**src/rtl/io_register_controller.sv**
```systemverilog
// CPU register-bus peripheral block: decodes register accesses into a UART
// transmitter fed by a TX FIFO, an LED latch, a status register and a cycle counter.
module io_register_controller #(
  parameter int CLOCKS_PER_BIT = 16,
  parameter int FIFO_DEPTH     = 8
) (
  input  logic        clk,
  input  logic        reset_n,
  input  logic [11:0] register_index,
  input  logic        register_read,
  input  logic        register_write,
  input  logic [15:0] register_write_value,
  output logic [15:0] register_read_value,
  output logic        uart_tx,
  output logic [7:0]  leds,
  output logic        tx_overflow
);

  localparam int PTR_W  = $clog2(FIFO_DEPTH);
  localparam int BAUD_W = $clog2(CLOCKS_PER_BIT);
  localparam logic [BAUD_W-1:0] BAUD_LAST  = BAUD_W'(CLOCKS_PER_BIT - 1);
  localparam logic [PTR_W:0]    COUNT_FULL = (PTR_W + 1)'(FIFO_DEPTH);

  typedef enum logic [1:0] {IDLE, START, DATA, STOP} tx_state_t;

  logic [7:0]        fifo_mem [FIFO_DEPTH];
  logic [PTR_W-1:0]  wr_ptr;
  logic [PTR_W-1:0]  rd_ptr;
  logic [PTR_W:0]    count;
  logic              fifo_full;
  logic              fifo_empty;
  logic              push_req;
  logic              push;
  logic              pop;

  tx_state_t         state;
  tx_state_t         state_next;
  logic [BAUD_W-1:0] baud_cnt;
  logic [BAUD_W-1:0] baud_next;
  logic [2:0]        bit_index;
  logic [2:0]        bit_next;
  logic [7:0]        shift;
  logic [7:0]        shift_next;
  logic              tx_next;

  logic [15:0]       cycle_count;
  logic [15:0]       read_data;

  assign fifo_full  = (count == COUNT_FULL);
  assign fifo_empty = (count == '0);
  assign push_req   = register_write && (register_index == 12'd0);
  assign push       = push_req && !fifo_full;

  always_ff @(posedge clk) begin
    if (push) begin
      fifo_mem[wr_ptr] <= register_write_value[7:0];
    end
  end

  always_ff @(posedge clk or negedge reset_n) begin
    if (!reset_n) begin
      wr_ptr <= '0;
      rd_ptr <= '0;
      count  <= '0;
    end else begin
      if (push) begin
        wr_ptr <= wr_ptr + 1'b1;
      end
      if (pop) begin
        rd_ptr <= rd_ptr + 1'b1;
      end
      case ({push, pop})
        2'b10:   count <= count + 1'b1;
        2'b01:   count <= count - 1'b1;
        default: count <= count;
      endcase
    end
  end

  always_ff @(posedge clk or negedge reset_n) begin
    if (!reset_n) begin
      state     <= IDLE;
      baud_cnt  <= '0;
      bit_index <= '0;
      shift     <= '0;
      uart_tx   <= 1'b1;
    end else begin
      state     <= state_next;
      baud_cnt  <= baud_next;
      bit_index <= bit_next;
      shift     <= shift_next;
      uart_tx   <= tx_next;
    end
  end

  // STOP pops on its last cycle so back-to-back frames have no idle gap
  always_comb begin
    state_next = state;
    baud_next  = baud_cnt + 1'b1;
    bit_next   = bit_index;
    shift_next = shift;
    pop        = 1'b0;
    case (state)
      IDLE: begin
        baud_next = '0;
        if (!fifo_empty) begin
          pop        = 1'b1;
          shift_next = fifo_mem[rd_ptr];
          state_next = START;
        end
      end
      START: begin
        if (baud_cnt == BAUD_LAST) begin
          baud_next  = '0;
          bit_next   = 3'd0;
          state_next = DATA;
        end
      end
      DATA: begin
        if (baud_cnt == BAUD_LAST) begin
          baud_next = '0;
          if (bit_index == 3'd7) begin
            state_next = STOP;
          end else begin
            bit_next = bit_index + 1'b1;
          end
        end
      end
      STOP: begin
        if (baud_cnt == BAUD_LAST) begin
          baud_next = '0;
          if (!fifo_empty) begin
            pop        = 1'b1;
            shift_next = fifo_mem[rd_ptr];
            state_next = START;
          end else begin
            state_next = IDLE;
          end
        end
      end
      default: state_next = IDLE;
    endcase
  end

  // Line level is computed from the next state and registered, so the pin never glitches
  always_comb begin
    tx_next = 1'b1;
    case (state_next)
      IDLE:    tx_next = 1'b1;
      START:   tx_next = 1'b0;
      DATA:    tx_next = shift_next[bit_next];
      STOP:    tx_next = 1'b1;
      default: tx_next = 1'b1;
    endcase
  end

  always_comb begin
    read_data = '0;
    case (register_index)
      12'd1:   read_data = {13'b0, tx_overflow, fifo_full, fifo_empty};
      12'd2:   read_data = {8'b0, leds};
      12'd3:   read_data = cycle_count;
      default: read_data = '0;
    endcase
  end

  always_ff @(posedge clk or negedge reset_n) begin
    if (!reset_n) begin
      register_read_value <= '0;
      leds                <= '0;
      tx_overflow         <= 1'b0;
      cycle_count         <= '0;
    end else begin
      if (register_read) begin
        register_read_value <= read_data;
      end
      if (register_write && (register_index == 12'd2)) begin
        leds <= register_write_value[7:0];
      end
      if (push_req && fifo_full) begin
        tx_overflow <= 1'b1;
      end else if (register_write && (register_index == 12'd1) && register_write_value[0]) begin
        tx_overflow <= 1'b0;
      end
      if (register_write && (register_index == 12'd3)) begin
        cycle_count <= register_write_value;
      end else begin
        cycle_count <= cycle_count + 1'b1;
      end
    end
  end

endmodule
```
**config.mk**
```make
export PLATFORM = sky130hd
export DESIGN_NAME = io_register_controller
export DESIGN_NICKNAME = d
export VERILOG_FILES = /design/src/rtl/io_register_controller.sv
export SDC_FILE = /design/constraint.sdc
export NUM_CORES = 1
export LEC_CHECK = 0
export ABC_AREA = 1
export ABC_CLOCK_PERIOD_IN_PS = 2300
export BUFFER_PORTS_ARGS = -buffer_cell sky130_fd_sc_hd__buf_2
export CAP_MARGIN = 5
export CORE_ASPECT_RATIO = 0.5
export CORE_UTILIZATION = 25
export CTS_BUF_LIST = sky130_fd_sc_hd__clkbuf_16
export CTS_CLUSTER_DIAMETER = 100
export DETAILED_ROUTE_END_ITERATION = 10
export GPL_ROUTABILITY_DRIVEN = 0
export GPL_TIMING_DRIVEN = 0
export PLACE_DENSITY = 0.44
export SYNTH_ARGS = -nofsm -noshare
export SYNTH_HDL_FRONTEND = slang
export SYNTH_SLANG_ARGS = --single-unit
```
**constraint.sdc**
```tcl
create_clock -name clk -period 2.3 [get_ports clk]
set_input_delay 0.46 -clock clk [delete_from_list [all_inputs] [get_ports clk]]
set_output_delay 0.46 -clock clk [all_outputs]
set_load 0.02 [all_outputs]
```
==> flow_summary_export.csv <==
group,metric,value,unit
worst_setup_path,path_max_fanout,5,
cells_and_area,area_growth_syn_to_layout,24.7,%
placement,hpwl,11600,um
drt,dr.pass1.iters,5,
worst_setup_path,crit_required,2.61,ns
die,die-width,227,um
clocking,clock_path_buffers,2,
global_route,grt_max_degree,48,
yosys,synth-edff-count,64,
sta,rsz0062_at_grt,"true",
global_route,first_global_vias,4726,
drt,post-route-drc-count,0,
worst_hold_path,holdCritPathClass,"in -> reg",
sta,fmax,0.447,GHz
die,start_util,26.0,%
sta,slew_violations,0,
cells_and_area,fin_nets,817,
die,die-area,26100,sq um
worst_setup_path,worstSetupStartpointType,"register",
clocking,clkLatencyLatePin,0.43,ns
yosys,syn-num-nets,730,
sta,setup_viol,0,
yosys,ys_ff_latch,133,
drt,vias,4838,
global_route,grt.overflow.total,0,
sta,fin_skew,0.00807,ns
placement,port_buffers,57,
global_route,antenna_found_initial,0,
cells_and_area,drive_gt1_share,21.2,%
drt,totalWireLength,16400,um
drt,drt_iter0_drc,342,
clocking,cts_root_buf,"clkbuf_16",
drt,wl_per_cell,14.7,um
power,max-vdd-ir-drop,0.000654,V
yosys,ys_types,46,
yosys,postSynthCellCount,682,
sta,whs,0.261,ns
clocking,h-tree-depth,4,
global_route,gr-usage-all-layers,13.5,%
sta,slew_headroom,58.5,%
sta,fin_crit_sh,97.3,%
clocking,cts.sinks,133,
sta,worst_slack,0.0614,ns
power,p_per_area,1030,nW/um^2
die,die_y,115,um
die,ios,58,
yosys,syn-mean-instance-area,9.32,sq um
power,cellLeakagePower,3.67,nW
clocking,cts_tree,"yes",
die,row_count,40,
yosys,syn_area,6350,sq um
placement,dp_slack,-0.533,ns
yosys,ys_seq_area_share,57.4,%
flow_run,maxCapViolCount,0,
sta,period_needed,2.24,ns
drt,ant_nets,0,
yosys,synthFlopType,"dfrtp_1",
sta,fin_setup_tns,0,ns
global_route,grt_pass1_wl,26200,um
yosys,ys_warn_count,0,
worst_setup_path,crit_path_end_kind,"register",
yosys,ys_async_sr_fraction,51.9,%
sta,worst_pin_slew,0.622,ns
clocking,cts-buffers-inserted,17,
worst_setup_path,cp.arrival,2.55,ns
cells_and_area,diodes,0,
outcome,status,"completed",
drt,vias_per_cell,4.33,
worst_setup_path,setup.worst_path.class,"reg -> reg",
die,core-area,24500,sq um
cells_and_area,fill_cells,2515,
clocking,cts.clk_slew.worst_paths,0.06,ns
sta,hold_viol,0,
## flip-flops by register name, summed over array words and instances (netlist names), 2 cells and up
signal	cells
register_read_value	16
fifo_mem	64
count	4
bit_index	3
leds	8
rd_ptr	3
wr_ptr	3
shift	8
cycle_count	16
baud_cnt	4
state	2
## cells in the final DEF (no fill, tap or decap), types with 3 or more instances in the layout
cell type / synthesis / routed
nand3_2: 2 / 3
o21ai_0: 42 / 42
nor3_1: 11 / 3
xor2_1: 13 / 13
nor3_2: 2 / 5
ha_4: 0 / 3
nand2_1: 170 / 168
mux2_2: 6 / 6
inv_2: 2 / 5
buf_2: 10 / 67
edfxtp_1: 64 / 64
clkinv_4: 0 / 3
nand3_1: 74 / 73
nor2_2: 4 / 6
xnor2_1: 4 / 4
inv_1: 97 / 92
nor3_4: 1 / 6
a21oi_1: 3 / 3
a31oi_1: 3 / 3
nor2_1: 49 / 46
clkbuf_16: 0 / 17
ha_1: 15 / 11
buf_4: 1 / 8
dfrtp_1: 68 / 68
nand4_1: 3 / 3
buf_6: 2 / 3
o21ai_1: 4 / 4
inv_6: 0 / 6
clkbuf_1: 3 / 3
o31ai_1: 4 / 4
nand2_2: 3 / 5
## cell families (layout without fill, tap and decap cells)
family | Yosys count | count (layout) | share of synthesized area [%]
simple gates | 327 | 327 | 22.6
flops | 133 | 133 | 57.4
buf+inv | 118 | 218 | 7.46
compound gates | 65 | 65 | 5.77
xor+xnor | 17 | 17 | 2.34
fa+ha+maj | 16 | 16 | 3.27
mux | 6 | 6 | 1.06
## repair_timing
item / in CTS / in global routing
pin swaps: 2 / 3
setup buffers: 4 / 2
hold buffers: 1 / 0
hold endpoints to repair: 21 / 0
gates resized for setup: 10 / 16
endpoints found under the setup margin: 35 / 39
## path summary, 6_finish.rpt
| check | startpoint | to | slack [ns] | cells after the start |
|---|---|---|---|---|
| max in group asynchronous | reset_n | leds[4] | 1.23 | 3 |
| setup reg to reg | state[0] | count[3] | 0.06 | 15 |
| hold / removal | register_write_value[8] | cycle_count[8] | 0.26 | 2 |
| hold reg to reg | baud_cnt[0] | baud_cnt[0] | 0.46 | 1 |
| setup / recovery | state[0] | count[3] | 0.06 | 15 |
| min in group asynchronous | reset_n | baud_cnt[2] | 0.49 | 2 |
## per-layer routing
metal / wire length (um) / global-route usage (%) / vias up
met5: 0 / 0 / -
met2: 7720 / 21.6 / 81
li1: - / - / 2414
met3: 607 / 3.13 / 22
met1: 7840 / 17.7 / 2321
met4: 277 / 5.19 / 0
## synth_stat cells, types with 4 or more instances
library cell | instances | area, sq um
nand2_1 | 170 | 638
inv_1 | 97 | 364
nand3_1 | 74 | 370
dfrtp_1 | 68 | 1700
edfxtp_1 | 64 | 1920
nor2_1 | 49 | 184
o21ai_0 | 42 | 210
ha_1 | 15 | 188
xor2_1 | 13 | 114
nor3_1 | 11 | 55.1
buf_2 | 10 | 50.1
mux2_2 | 6 | 67.6
nor2_2 | 4 | 25.0
o21ai_1 | 4 | 20.0
o31ai_1 | 4 | 30.0
xnor2_1 | 4 | 35.0
## critical path: stages (launching register included)
cell and delay [ns]:
dfrtp_1 0.42, inv_2 0.11, ha_4 0.23, inv_4 0.06
nand2_2 0.06, a21oi_4 0.14, buf_6 0.12, ha_4 0.14
ha_1 0.23, nand2_1 0.06, nor2_1 0.04, a211oi_2 0.17
nor2_1 0.06, nor2_1 0.09, nand2_1 0.07, xnor2_1 0.12
## per-stage QoR
| step | util, % | cells | power [mW] | area [sq um] |
|---|---|---|---|---|
| finish | 32.4 | 1118 | 8.14 | 7920 |
| global route | 32.4 | 1118 | 8.70 | 7920 |
| CTS | 32.1 | 1116 | 8.16 | 7850 |
| global placement | 29.0 | 1075 | 5.24 | 7090 |
| floorplan | - | 682 | 4.59 | 6390 |
| detailed placement | 29.3 | 1079 | 5.25 | 7180 |
## where the power goes
part	switching, mW	internal, mW	total, mW
clock	1.15	1.62	2.77
sequential	0.166	2.73	2.89
combinational	1.56	0.918	2.47
## final cells by class
cell class	count	area, sq um	share of cell area, %
Tap cell	336	420	5.31
Timing Repair Buffer	68	394	4.97
Buffer	17	95.1	1.20
Clock inverter	15	170	2.15
Clock buffer	17	425	5.37
Multi-Input combinational cell	431	2380	30.1
Sequential cell	133	3650	46.1
Inverter	101	384	4.85
No activity file was read; power rests on OpenSTA's default activity.
